**config.mk**
```make
export PLATFORM = sky130hd
export DESIGN_NAME = mem_data_arbiter
export DESIGN_NICKNAME = d
export VERILOG_FILES = /design/src/rtl/mem_data_arbiter.sv
export SDC_FILE = /design/constraint.sdc
export NUM_CORES = 1
export LEC_CHECK = 0
export BUFFER_PORTS_ARGS = -buffer_cell sky130_fd_sc_hd__clkbuf_2
export CORE_MARGIN = 10
export CORE_UTILIZATION = 43
export DETAILED_ROUTE_END_ITERATION = 7
export PLACE_DENSITY = 0.79
export SETUP_SLACK_MARGIN = 0.15
export SYNTH_ARGS = -nofsm -noshare
export SYNTH_HDL_FRONTEND = slang
export SYNTH_SLANG_ARGS = --single-unit
```
**constraint.sdc**
```tcl
create_clock -name clk -period 1.84 [get_ports clk]
set_input_delay 0.552 -clock clk [delete_from_list [all_inputs] [get_ports clk]]
set_output_delay 0.552 -clock clk [all_outputs]
set_load 0.1 [all_outputs]
```
**src/rtl/mem_data_arbiter.sv**
```systemverilog
// Two-port arbiter in front of the single-ported data memory: port 0 has fixed
// priority, port 1 is guaranteed a slot after STARVE_LIMIT consecutive denials.
`default_nettype none

module mem_data_arbiter #(
  parameter int unsigned WORD_LEN     = 16,
  parameter int unsigned ADDR_LEN     = 16,
  parameter int unsigned STARVE_LIMIT = 3
) (
  input  logic                clk,
  input  logic                rst,

  input  logic                p0_req,
  input  logic                p0_we,
  input  logic [ADDR_LEN-1:0] p0_addr,
  input  logic [WORD_LEN-1:0] p0_wdata,
  output logic                p0_gnt,
  output logic [WORD_LEN-1:0] p0_rdata,
  output logic                p0_rvalid,

  input  logic                p1_req,
  input  logic                p1_we,
  input  logic [ADDR_LEN-1:0] p1_addr,
  input  logic [WORD_LEN-1:0] p1_wdata,
  output logic                p1_gnt,
  output logic [WORD_LEN-1:0] p1_rdata,
  output logic                p1_rvalid,

  output logic [ADDR_LEN-1:0] mem_address,
  output logic [WORD_LEN-1:0] mem_dataIn,
  output logic                mem_writeEn,
  input  logic [WORD_LEN-1:0] mem_dataOut,

  output logic                busy,
  output logic                owner
);

  // Handshake: a requester holds req and its command stable until it sees its
  // gnt. The gnt cycle is the single memory access cycle; the edge that ends it
  // samples req again, so a port may issue one command per cycle back-to-back.
  // Reads return rdata with a one-cycle rvalid pulse on the following cycle.

  localparam int unsigned CW = $clog2(STARVE_LIMIT + 1);

  if (STARVE_LIMIT < 1) begin : g_bad_starve_limit
    $error("mem_data_arbiter: STARVE_LIMIT must be >= 1");
  end

  logic                act_valid;
  logic                act_we;
  logic [ADDR_LEN-1:0] act_addr;
  logic [WORD_LEN-1:0] act_wdata;
  logic                owner_q;
  logic [CW-1:0]       starve_cnt;

  logic                req_any;
  logic                starve_hit;
  logic                win1;
  logic [CW-1:0]       starve_nxt;
  logic                rd_done;

  always_comb begin
    req_any    = p0_req | p1_req;
    starve_hit = (starve_cnt == CW'(STARVE_LIMIT));
    // Port 1 wins alone, or when it has been denied STARVE_LIMIT times in a row.
    win1       = p1_req & (~p0_req | starve_hit);
    starve_nxt = '0;
    if (p0_req && p1_req && !starve_hit) begin
      starve_nxt = starve_cnt + CW'(1);
    end
  end

  always_ff @(posedge clk) begin
    if (rst) begin
      act_valid  <= 1'b0;
      act_we     <= 1'b0;
      act_addr   <= '0;
      act_wdata  <= '0;
      owner_q    <= 1'b0;
      starve_cnt <= '0;
    end else begin
      starve_cnt <= starve_nxt;
      if (req_any) begin
        act_valid <= 1'b1;
        owner_q   <= win1;
        act_we    <= win1 ? p1_we    : p0_we;
        act_addr  <= win1 ? p1_addr  : p0_addr;
        act_wdata <= win1 ? p1_wdata : p0_wdata;
      end else begin
        act_valid <= 1'b0;
      end
    end
  end

  // The memory reads combinationally, so the data is captured at the edge
  // that closes the read access cycle.
  assign rd_done = act_valid & ~act_we;

  always_ff @(posedge clk) begin
    if (rst) begin
      p0_rvalid <= 1'b0;
      p1_rvalid <= 1'b0;
      p0_rdata  <= '0;
      p1_rdata  <= '0;
    end else begin
      p0_rvalid <= rd_done & ~owner_q;
      p1_rvalid <= rd_done &  owner_q;
      if (rd_done && !owner_q) begin
        p0_rdata <= mem_dataOut;
      end
      if (rd_done && owner_q) begin
        p1_rdata <= mem_dataOut;
      end
    end
  end

  // Address and write data hold their last values while idle.
  assign mem_address = act_addr;
  assign mem_dataIn  = act_wdata;
  assign mem_writeEn = act_valid & act_we;
  assign p0_gnt      = act_valid & ~owner_q;
  assign p1_gnt      = act_valid &  owner_q;
  assign busy        = act_valid;
  assign owner       = owner_q;

endmodule

`default_nettype wire

```
; ---- Word-level counts from Yosys, hierarchy flattened
; Cells that the tools add are included.
; W data, S select, Z words.
[totals]
reg_bits = 71
inputBits = 86
out_inout_bits = 71
[op_classes]
add_sub_neg = 1
n_eq_ne = 1
muxes = 4
n_bitwise = 13
n_reduce_logical = 7
[ops]
columns = op, count
row1 = $mux W16, 2
row2 = $and A1 B1 Y1, 7
row3 = $logic_and A1 B1 Y1, 4
row4 = $not A1 Y1, 4
row5 = $add A2 B1 Y2 const B, 1
row6 = $eq A2 B2 Y1 const B, 1
row7 = $logic_not A1 Y1, 2
row8 = $mux W1, 2
row9 = $or A1 B1 Y1, 2
row10 = $reduce_or A2 Y1, 1

; ---- Longest topological paths before layout
[depth]
word_depth = 5
mapped_depth = 6
ltp_nobuf = 4

; ---- Worst setup path after synthesis
; OpenSTA, ideal clock, no wires.
[synth_path]
path_type = register -> output
startpoint = register act_valid, in the netlist busy
endpoint = output port p0_gnt
arrival_time_ns = 2.441
path_slack_ns = -1.153
stages_incl_launch_ff = 2
n_path_buf = 0
path_cell_list = dfxtp_1 nor2b_1
[synth_between]
elab_chain_cells = 1
[synth_lines]
columns = element, line_no
row1 = from (decl), 49  ; logic act_valid;
row2 = from (signal assigned), 75  ; act_valid <= 1'b0;
row3 = from (signal assigned), 84  ; act_valid <= 1'b1;
row4 = from (signal assigned), 90  ; act_valid <= 1'b0;
row5 = $and A1 B1 Y1, 121  ; assign p0_gnt = act_valid & ~owner_q;
row6 = to (decl), 17  ; output logic p0_gnt,
; No other way between the ends.

; ---- Worst setup path after layout
[layout_path]
startpoint = register act_valid, in the netlist busy
endpoint = output port mem_writeEn
[layout_between]
elab_chain_cells = 1
[layout_lines]
columns = element, line_no
row1 = $and A1 B1 Y1, 120  ; assign mem_writeEn = act_valid & act_we;
row2 = to (decl), 31  ; output logic mem_writeEn,
; No other way between the ends.

==> PnR_summary.wiki <==
{| class="wikitable"
! Metric !! Value
|-
| Pwr/cell area || a little over 1000 nW/µm²
|-
| Synth cell types || 24
|-
| Slowest stage cell, crit path || dfxtp_4
|-
| Clock-pin slew on the worst setup and hold paths || 0.07 ns
|-
| Number of top-level pins || 157
|-
| Status || complete, no violations
|-
| ANT cells || 0
|-
| Port buffer count || 156
|-
| Max Transition Viols Final || 0
|-
| Number of buffers and inverters on the critical path || 1
|-
| Post-Place Cells || 493
|-
| Final non-filler cell total || 509
|-
| Number of enable-type register cells in the synthesized netlist || 0
|-
| Cell types occupying the most area after synthesis || dfxtp_1 54%, a221o_1 13%, nand2_1 9.1%
|-
| Area growth syn-to-layout || 48.6%
|-
| Dominant cell type by area after synthesis || dfxtp_1
|-
| Starting density of the core || ~44%
|-
| Sequential cell area fraction in the yosys report || 54.0%
|-
| LEAKAGE || about 1.8 nW
|-
| H-tree levels || 3
|-
| Most used flip-flop cell after synthesis || dfxtp_1
|-
| Fraction of layout instances using a drive strength above 1 || 43.3%
|-
| Clock latency of the later-clocked register in the worst-skew pair || 0.34 ns
|-
| Highest clock frequency the design can meet || 614 MHz
|-
| Per-instance average area after synthesis || 9.53 µm²
|-
| Dominant delay contributor by cell family on the critical path || flip-flops
|-
| Shortest clock period the worst path allows after layout || 1.63 ns
|-
| DRC marker count from the first detailed-route iteration || 85
|-
| Post-route standard cell area excluding fillers || approximately 3900 µm²
|-
| Row cnt || 28
|-
| Placer Congestion || 0.785
|-
| Worst hold-check slack || 0.430 ns
|-
| RSZ-0062 raised after global routing || no
|-
| Post-layout util || 66.0%
|-
| Share of flip-flops with an asynchronous set or reset || 0%
|-
| Final WS setup || 0.210 ns
|-
| Cells along the critical path || and2_2, buf_12
|-
| Via count of the first global-routing pass || ~2.7k
|-
| Total number of vias || 2,565
|-
| Clock Root Buffer || clkbuf_8
|-
| Launching element type of the critical path || register
|-
| Worst voltage drop across the vdd grid || 0.000630 V
|-
| First-pass GRT wire length || 13,500 µm
|-
| Total routing resource utilization after global routing || between 15 and 20%
|-
| Leftover overflow at the end of global routing || 0
|-
| Die span in x || 98.2 µm
|-
| Cell area after placement || 3530 µm²
|-
| CP Data Required Time || 1.29 ns
|-
| Number of buffers created by CTS || 9
|-
| Die area || 9650 µm²
|-
| Iteration count of the initial detailed-routing pass || 4
|-
| Setup violation total in the final timing report || 0
|-
| Net count after synthesis || 363
|-
| Final WL || 8450 µm
|-
| Highest fanout seen on the critical path || 8
|-
| Sum of negative setup slack || 0 ns
|-
| Vertical die dimension || approximately 98 µm
|-
| Sum of net half-perimeters after detailed placement || 6270 µm
|-
| Layout Nets || 516
|-
| Fraction of post-synthesis cell area in the top cell type by area || 54.0%
|-
| Via/cell ratio || around 5.0
|-
| Final Cycle Share || 88.6%
|-
| Area of the mapped netlist || 2630 µm²
|-
| Clk sinks || ~70
|-
| Total of warnings raised by yosys || 0
|-
| Worst hold-check path type || input port to register
|-
| Initial antenna violation count || 0
|-
| Fin Clk Skew || 0.00701 ns
|-
| Largest net degree at the start of global routing || 35
|-
| Antenna Nets Post-Route || 0
|-
| Setup bufs post-CTS || 0
|-
| Routed wire per std cell || about 17 µm
|-
| Syn Inst Count || 276
|-
| Final hold violations || 0
|-
| CTS tree || built
|-
| Max Cap Violations || 0
|-
| DRC violations left || 0
|-
| Critical path endpoint category || primary output
|-
| Pre-CTS worst setup slack || 0.240 ns
|-
| Largest stage delay on the critical path || 0.37 ns
|-
| Worst setup path category || register to primary output
|-
| Relative slew margins || 59.3%
|-
| Worst-margin pin slew || 0.611 ns
|-
| CP Data Arrival Time || between 1 and 1.5 ns
|-
| Total core area || 5920 µm²
|-
| Post-synthesis register bit count || 71
|-
| Overall power consumption || 4.01 mW
|-
| Maximum buffer depth of the clock tree || 2
|-
| Flop-to-flop setup slack || 0.29 ns
|}
[worst paths after layout]
check / start / end / cells after the start
max: busy / mem_writeEn / 2
min: p1_addr[2] / mem_address[2] / 2
max reg2reg: starve_cnt[0] / mem_address[6] / 5
min reg2reg: starve_cnt[0] / starve_cnt[0] / 1
[cells in the final DEF, fill, tap and decap left out]
cell type   count
nand2b_1        2
dfxtp_1        68
buf_12          5
and2_1         33
or3b_1          1
a22oi_1         1
nor2_1          5
inv_2           1
clkbuf_16       1
dfxtp_4         2
bufinv_16       1
a221o_1        33
clkinv_2        2
clkbuf_4       67
nor2b_2         1
nor2b_4         1
and3b_1         1
buf_4           3
and2_2          1
clkbuf_2       85
inv_4           1
nor3_1          2
nand2_1        64
inv_1           1
a21oi_1        32
dfxtp_2         1
clkbuf_1        1
nor3b_2         1
nor3_2          1
nand3b_1        1
ha_1            1
and2_4          1
buf_6           1
a211oi_4        1
buf_2           1
clkinvlp_4      1
clkbuf_8        9
[worst register-to-register path, stage by stage, from the launching register on]
cell	delay (ns)
dfxtp_1	0.32
ha_1	0.24
nand2b_1	0.21
nor2b_2	0.19
buf_12	0.16
a221o_1	0.32
[Yosys cell counts (2+ instances only)]
library cell,n
buf_2,7
a21oi_1,32
nand2_1,64
nor2_1,5
nor2b_1,2
nor3_1,2
and2_1,35
a221o_1,33
nand2b_1,2
buf_6,4
clkbuf_1,7
dfxtp_1,71
[kinds of logic (layout without fill, tap and decap cells)]
| group | count (synthesis) | in the layout | synth area share (%) |
|---|---|---|---|
| and+or+nand+nor | 115 | 115 | 21.3 |
| DFF | 71 | 71 | 54.0 |
| AOI/OAI and AO/OA | 67 | 67 | 19.4 |
| buffers and inverters | 22 | 180 | 4.80 |
| adders and majority gates | 1 | 1 | 0.475 |
[timing repair]
item / in CTS / in global routing
setup endpoints to repair: 69 / 1
resized for setup: 69 / 1
cloned: 0 / 0
hold buffers: 0 / 0
pin swaps: 0 / 0
[report_power, final]
group / internal (mW) / switching (mW) / leakage (nW)
Combinational: 0.257 / 0.812 / 1.12
Clock: 0.705 / 0.563 / 0.105
Sequential: 1.62 / 0.0511 / 0.585
[routing by layer]
metal	share of wire, %	vias up	track usage [%]
met5	0	-	0
met4	1.4	0	7.72
met3	12	12	8.81
met2	46	128	26.8
met1	41	1168	19.1
li1	-	1257	-
[sequential cells by signal, indices dropped and copies added (netlist names)]
name and flops:
act_we 1, mem_dataIn 16, owner 1, p0_rdata 16, starve_cnt 2, mem_address 16
p0_rvalid 1, p1_rdata 16, busy 1, p1_rvalid 1
[cell type report]
cell class / count / area (µm²)
Clock buffer: 11 / 153
Clock inverter: 5 / 53.8
Fill cell: 452 / 2010
Inverter: 2 / 7.51
Multi-Input combinational cell: 183 / 1100
Sequential cell: 71 / 1430
Tap cell: 75 / 93.8
Timing Repair Buffer: 162 / 1070
No activity file was read; power rests on OpenSTA's default activity.
